`config.mk`:
```
export PLATFORM = sky130hd
export DESIGN_NAME = adder_arbiter_flat
export DESIGN_NICKNAME = d
export VERILOG_FILES = /design/src/rtl/adder_arbiter_pkg.sv /design/src/rtl/adder_arbiter_if.sv /design/src/rtl/adder_arbiter_addn.sv /design/src/rtl/adder_arbiter.sv /design/src/flat_wrapper.sv
export SDC_FILE = /design/constraint.sdc
export NUM_CORES = 1
export LEC_CHECK = 0
export CAP_MARGIN = 40
export CORE_MARGIN = 5
export CORE_UTILIZATION = 47
export CTS_BUF_LIST = sky130_fd_sc_hd__clkbuf_8
export DETAILED_ROUTE_END_ITERATION = 10
export MAX_ROUTING_LAYER = met4
export PLACE_DENSITY = 0.85
export SETUP_SLACK_MARGIN = 0.3
export SYNTH_ARGS = -nofsm -noshare
export SYNTH_HDL_FRONTEND = slang
export SYNTH_SLANG_ARGS = --single-unit
```
`constraint.sdc`:
```
create_clock -name clk -period 2.8 [get_ports clk]
set_clock_uncertainty 0.05 [all_clocks]
set_input_delay 0.42 -clock clk [delete_from_list [all_inputs] [get_ports clk]]
set_output_delay 0.42 -clock clk [all_outputs]
set_load 0.03 [all_outputs]
```
`src/rtl/adder_arbiter_pkg.sv`:
```
// Shared types for the adder arbiter: requester id width, id type,
// and the id-to-one-hot helper used for gnt and rsp_valid.
package adder_arb_pkg;

  localparam int WIDTH_DEF = 4;
  localparam int NREQ_DEF  = 4;
  localparam int REQ_ID_W  = $clog2(NREQ_DEF);

  typedef logic [REQ_ID_W-1:0] req_id_t;

  function automatic logic [NREQ_DEF-1:0] onehot(input req_id_t id);
    logic [NREQ_DEF-1:0] r;
    r     = '0;
    r[id] = 1'b1;
    return r;
  endfunction

endpackage

```
`src/rtl/adder_arbiter_if.sv`:
```
// Request/response bundle between game controllers (master) and the
// arbiter (slave): en, req, sub, a, b in; gnt, rsp_valid, rsp_sum/cf/of out.
interface adder_arbiter_if
  import adder_arb_pkg::*;
#(
  parameter int WIDTH = WIDTH_DEF,
  parameter int NREQ  = NREQ_DEF
);

  logic                  en;
  logic [NREQ-1:0]       req;
  logic [NREQ-1:0]       sub;
  logic [NREQ*WIDTH-1:0] a;
  logic [NREQ*WIDTH-1:0] b;
  logic [NREQ-1:0]       gnt;
  logic [NREQ-1:0]       rsp_valid;
  logic [WIDTH-1:0]      rsp_sum;
  logic                  rsp_cf;
  logic                  rsp_of;

  modport master (
    output en, req, sub, a, b,
    input  gnt, rsp_valid, rsp_sum, rsp_cf, rsp_of
  );

  modport slave (
    input  en, req, sub, a, b,
    output gnt, rsp_valid, rsp_sum, rsp_cf, rsp_of
  );

endinterface

```
`src/rtl/adder_arbiter_addn.sv`:
```
// addN: combinational N-bit add/subtract with carry and overflow flags.
// Ports: i_a, i_b, i_sub in; o_s, o_cf, o_of out.
module addN #(
  parameter int N = 4
) (
  input  logic [N-1:0] i_a,
  input  logic [N-1:0] i_b,
  input  logic         i_sub,
  output logic [N-1:0] o_s,
  output logic         o_cf,
  output logic         o_of
);

  logic [N-1:0] w_bx;
  logic [N:0]   w_full;

  assign w_bx   = i_b ^ {N{i_sub}};
  assign w_full = {1'b0, i_a} + {1'b0, w_bx} + {{N{1'b0}}, i_sub};
  assign o_s    = w_full[N-1:0];
  assign o_cf   = w_full[N];
  // Overflow judged against the possibly-inverted B operand.
  assign o_of   = (i_a[N-1] == w_bx[N-1]) && (o_s[N-1] != i_a[N-1]);

endmodule

```
`src/rtl/adder_arbiter.sv`:
```
// Round-robin arbiter sharing one addN over a 2-stage pipeline.
// Ports: clk, reset (async, active-high), bus (adder_arbiter_if.slave).
module adder_arbiter
  import adder_arb_pkg::*;
#(
  parameter int WIDTH = WIDTH_DEF,
  parameter int NREQ  = NREQ_DEF
) (
  input  logic            clk,
  input  logic            reset,
  adder_arbiter_if.slave  bus
);

  req_id_t          r_ptr;
  req_id_t          r_s1_id;
  logic             r_s1_vld;
  logic             r_s1_sub;
  logic [WIDTH-1:0] r_s1_a;
  logic [WIDTH-1:0] r_s1_b;
  logic [NREQ-1:0]  r_gnt;
  logic [NREQ-1:0]  r_rsp_vld;
  logic [WIDTH-1:0] r_sum;
  logic             r_cf;
  logic             r_of;

  req_id_t          w_win;
  req_id_t          w_idx;
  req_id_t          w_nxt_ptr;
  logic             w_found;
  logic [WIDTH-1:0] w_sum;
  logic             w_cf;
  logic             w_of;

  // Rotating scan: first set req at or above the pointer, wrapping.
  always_comb begin
    w_found = 1'b0;
    w_win   = '0;
    w_idx   = '0;
    for (int k = 0; k < NREQ; k++) begin
      w_idx = req_id_t'((int'(r_ptr) + k) % NREQ);
      if (!w_found && bus.req[w_idx]) begin
        w_found = 1'b1;
        w_win   = w_idx;
      end
    end
  end

  assign w_nxt_ptr = (w_win == req_id_t'(NREQ - 1))
                   ? '0
                   : req_id_t'(w_win + 1'b1);

  addN #(.N(WIDTH)) u_add (
    .i_a   (r_s1_a),
    .i_b   (r_s1_b),
    .i_sub (r_s1_sub),
    .o_s   (w_sum),
    .o_cf  (w_cf),
    .o_of  (w_of)
  );

  always_ff @(posedge clk or posedge reset) begin
    if (reset) begin
      r_ptr     <= '0;
      r_s1_id   <= '0;
      r_s1_vld  <= 1'b0;
      r_s1_sub  <= 1'b0;
      r_s1_a    <= '0;
      r_s1_b    <= '0;
      r_gnt     <= '0;
      r_rsp_vld <= '0;
      r_sum     <= '0;
      r_cf      <= 1'b0;
      r_of      <= 1'b0;
    end else begin
      // Pulses drop on every edge; a stalled edge never repeats one.
      r_gnt     <= '0;
      r_rsp_vld <= '0;
      if (bus.en) begin
        if (w_found) begin
          r_s1_vld <= 1'b1;
          r_s1_id  <= w_win;
          r_s1_sub <= bus.sub[w_win];
          r_s1_a   <= bus.a[int'(w_win)*WIDTH +: WIDTH];
          r_s1_b   <= bus.b[int'(w_win)*WIDTH +: WIDTH];
          r_gnt    <= NREQ'(onehot(w_win));
          r_ptr    <= w_nxt_ptr;
        end else begin
          r_s1_vld <= 1'b0;
        end
        if (r_s1_vld) begin
          r_rsp_vld <= NREQ'(onehot(r_s1_id));
          r_sum     <= w_sum;
          r_cf      <= w_cf;
          r_of      <= w_of;
        end
      end
    end
  end

  assign bus.gnt       = r_gnt;
  assign bus.rsp_valid = r_rsp_vld;
  assign bus.rsp_sum   = r_sum;
  assign bus.rsp_cf    = r_cf;
  assign bus.rsp_of    = r_of;

endmodule

```
`src/flat_wrapper.sv`:
```
// flat-port wrapper written by rule: the top's interface ports become plain ports
module adder_arbiter_flat import adder_arb_pkg::*;
#(
  parameter int WIDTH = WIDTH_DEF,
  parameter int NREQ  = NREQ_DEF
)
  (clk, reset, bus_en, bus_req, bus_sub, bus_a, bus_b, bus_gnt, bus_rsp_valid, bus_rsp_sum, bus_rsp_cf, bus_rsp_of);
  adder_arbiter_if #(.WIDTH(WIDTH), .NREQ(NREQ)) bus_i ();
  input  logic clk;
  input  logic reset;
  input wire logic [$bits(bus_i.en)-1:0] bus_en;
  input wire logic [$bits(bus_i.req)-1:0] bus_req;
  input wire logic [$bits(bus_i.sub)-1:0] bus_sub;
  input wire logic [$bits(bus_i.a)-1:0] bus_a;
  input wire logic [$bits(bus_i.b)-1:0] bus_b;
  output wire logic [$bits(bus_i.gnt)-1:0] bus_gnt;
  output wire logic [$bits(bus_i.rsp_valid)-1:0] bus_rsp_valid;
  output wire logic [$bits(bus_i.rsp_sum)-1:0] bus_rsp_sum;
  output wire logic [$bits(bus_i.rsp_cf)-1:0] bus_rsp_cf;
  output wire logic [$bits(bus_i.rsp_of)-1:0] bus_rsp_of;
  assign bus_i.en = bus_en;
  assign bus_i.req = bus_req;
  assign bus_i.sub = bus_sub;
  assign bus_i.a = bus_a;
  assign bus_i.b = bus_b;
  assign bus_gnt = bus_i.gnt;
  assign bus_rsp_valid = bus_i.rsp_valid;
  assign bus_rsp_sum = bus_i.rsp_sum;
  assign bus_rsp_cf = bus_i.rsp_cf;
  assign bus_rsp_of = bus_i.rsp_of;
  adder_arbiter #(.WIDTH(WIDTH), .NREQ(NREQ)) u_core (.clk(clk), .reset(reset), .bus(bus_i));
endmodule
```
==> impl_metrics.py <==
metrics = {
    "sta": {
        "final.period_utilization_pct": 77.59,
        "finalHoldViolations": 0,
        "rsz0062_at_grt": "no",
        "fmax_mhz": 460.3,
        "fin_tns_setup_ps": 0,
        "finalSetupViolCount": 0,
        "final_max_slew_viol_count": 0,
        "worst_slew_pin_slew_ps": 421.9,
        "max-slew-margin-rel_pct": 71.87,
        "finalCriticalPeriod_ps": 2173,
    },
    "clock_tree": {
        "cts_resized": 0,
        "clockBufferDepth": 2,
        "path_clk_slew_ps": 90,
        "tritoncts": "done",
        "cts_sinks": 28,
        "cts_buffers": 3,
        "htree_levels": 1,
        "post-cts-setup-buffers": 0,
        "ctsRootBufferMaster": "clkbuf_8",
        "clock_latency_ps": 270,
        "hold_buffers": 0,
    },
    "die": {
        "start_util_pct": 48.64,
        "dieArea_um2": 4353,
        "fp.dieH_um": 65.98,
        "std_cell_rows": 20,
        "pin_count": 57,
        "die_w_um": 65.98,
        "core_area_um2": 3028,
    },
    "flow_run": {
        "cap_violations": 0,
    },
    "grt": {
        "antenna_found_initial": 0,
        "grt_max_degree": 29,
        "grt_pass1_wl_um": 5506,
        "grt_overflow": 0,
        "grt_use_total_pct": 16.57,
        "grt_pass1_vias": 1242,
    },
    "critical_path": {
        "critPathKind": "input pin to flop",
        "critPathMaxStageDelay_ps": 540,
        "cp-startpoint": "bus_req[2]",
        "r2r-start": "u_core.r_ptr[0]",
        "cp_top_family": "buffers and inverters",
        "crit_buf_inv": 2,
        "worst_setup_path_start_kind": "input pin",
        "critPathCaptureType": "flop",
        "ff2ff_setup_slack_ps": 920,
        "crit_fanout": 16,
        "ff2ff_path_depth": 6,
        "crit_required_ps": 2880,
        "slowest_stage": "clkdlybuf4s50_1",
        "worstPathArrival_ps": 2250,
        "crit_chain": "clkdlybuf4s50_1 -> nor2b_1 -> a21o_1 -> a211o_1 -> buf_4 -> mux2i_1 -> o221ai_1",
        "r2r-end": "u_core.r_s1_a[1]",
    },
    "finish": {
        "nNetsFinal": 242,
        "fill_cells": 225,
        "areaGrowthSynthToFinish_pct": 44.35,
        "drive_above_1_share_pct": 5.699,
        "antennaDiodeCount": 0,
    },
    "status": {
        "status": "complete, no violations",
    },
    "logic_synthesis": {
        "yosysWarnings": 0,
        "synth_flop_cell": "dfrtp_1",
        "synth_top_area_share_pct": 47.58,
        "yosys.area_share.xor_xnor_pct": 4.163,
        "synth_compound_gate_area_share_pct": 13.76,
        "synth_nets": 184,
        "synthTopCellsByArea": "dfrtp_1, mux2i_1, nand2_1, o221ai_1, ha_1",
        "synthTopCellsByCount": "dfrtp_1, nand2_1, mux2i_1, o221ai_1",
        "syn_area_per_cell_um2": 10.83,
        "syn-cell-area_um2": 1473,
        "synth-edff-count": 0,
        "ys_ff_latch": 28,
        "synth_top_family_by_area": "compound AO/OA/AOI/OAI gates",
        "synthSimpleGateAreaFrac_pct": 12.23,
        "yosysTopAreaCell": "dfrtp_1",
        "synth.distinct_cells": 32,
        "synthAdderAreaFrac_pct": 4.758,
        "ys_seq_area_share_pct": 47.58,
        "synthMuxAreaShare_pct": 13.76,
        "synth_most_common_cell": "dfrtp_1",
        "synth_cells": 136,
        "async_reset_ff_share_pct": 100.0,
    },
    "pwr": {
        "p_leak_nw": 0.9659,
        "p_total_mw": 1.816,
        "powerDensity_nw_per_um2": 854.1,
        "ir_drop_mv": 0.4404,
    },
    "drt": {
        "drt-pass1-iter-count": 4,
        "detail-route-antenna-nets": 0,
        "drt-initial-drc-count": 33,
        "vias_per_cell": 5.249,
        "routed_wl_um": 3382,
        "wl_per_cell_um": 14.27,
        "drc": 0,
        "vias": 1244,
    },
    "worst_hold_path": {
        "worst_hold_path_type": "flop to flop",
        "holdCritStartpoint": "u_core.bus.rsp_sum[2]",
        "holdPathStages": 2,
        "holdPathEnd": "u_core.bus.rsp_sum[2]",
    },
    "placement": {
        "port_buffers": 56,
        "dpl.hpwl_um": 2657,
        "gp_congestion": 0.7185,
    },
}
-- metrics by stage --
step	area, um^2	hold WS (ps)	cells	utilization [%]	worst slack, ps
after floorplan	1473	407.8	136	-	998.3
after global placement	2071	412.2	233	68.39	465.6
after detailed placement	2071	420.0	233	68.39	369.1
after CTS	2126	440.8	237	70.21	645.2
after global routing	2126	463.7	237	70.21	521.9
final	2126	435.0	237	70.21	627.4
-- routing by layer --
layer / up-vias / wire length [um] / GRT usage (%) / part of all wire (%)
met5: - / 0 / - / 0
met4: 0 / 51 / 5.330 / 1.5
met3: 5 / 152 / 1.531 / 4.5
met2: 42 / 1702 / 28.29 / 50
met1: 591 / 1475 / 20.78 / 44
li1: 606 / - / - / -
-- worst max path at each step --
stage                             endpoint  cells after the start  slack, ps
after floorplan            u_core.r_ptr[1]                      9       1000
after global placement    u_core.r_s1_b[2]                      7        470
after detailed placement  u_core.r_s1_b[1]                      7        370
after CTS                 u_core.r_s1_b[1]                      7        650
after global routing      u_core.r_s1_a[1]                      7        520
final                     u_core.r_s1_a[1]                      7        630
-- cell usage in the layout, fill, tap and decap left out, types with 2 or more instances in the layout --
master | netlist | layout
a21o_1 | 2 | 2
nor2b_1 | 2 | 2
o21ai_0 | 5 | 5
nor3b_1 | 2 | 2
mux2_2 | 2 | 2
xnor2_1 | 4 | 4
mux2i_1 | 18 | 18
o221ai_1 | 9 | 9
nand2b_1 | 3 | 3
dfrtp_1 | 28 | 28
inv_1 | 3 | 3
clkdlybuf4s50_1 | 0 | 56
nor3_1 | 2 | 2
nor2_1 | 3 | 3
nand2_1 | 23 | 23
buf_4 | 0 | 3
ha_1 | 4 | 4
clkbuf_8 | 0 | 4
a21oi_1 | 5 | 5
xor2_1 | 3 | 3
-- power by group --
group,switching (mW),internal [mW]
clock,0.119,0.126
combinational,0.481,0.459
sequential,0.0963,0.535
total,0.696,1.12
-- flip-flops by register name, summed over array words and instances, names as in the netlist --
register / cells
u_core.r_ptr: 2
u_core.r_s1_a: 4
u_core.r_s1_vld: 1
u_core.bus.rsp_of: 1
u_core.r_s1_id: 2
u_core.r_s1_sub: 1
u_core.bus.rsp_valid: 4
u_core.bus.rsp_sum: 4
u_core.bus.gnt: 4
u_core.r_s1_b: 4
u_core.bus.rsp_cf: 1
-- cell type report --
class,instances,area [um^2],share of cell area [%]
repair buffers,59,583.1,27.43
inverters,4,15.01,0.7063
well taps,44,55.05,2.590
multi-input cells,98,716.9,33.73
flip-flops and latches,28,700.7,32.96
clock buffers,4,55.05,2.590
-- worst reg2reg max path, cell delays in order, from the launching register on --
cell and delay [ps]:
dfrtp_1 390, nand2b_1 160, a21oi_1 150, a211o_1 260
buf_4 330, mux2i_1 250, o221ai_1 150
-- cell families after synthesis --
group | count (synthesis)
AO/OA/AOI/OAI | 27
XOR/XNOR | 7
adder cells (fa/ha/maj) | 5
buffers and inverters | 10
flip-flops | 28
multiplexers | 20
AND/OR/NAND/NOR | 39
Note: power is estimated with default switching activity, not from simulation.
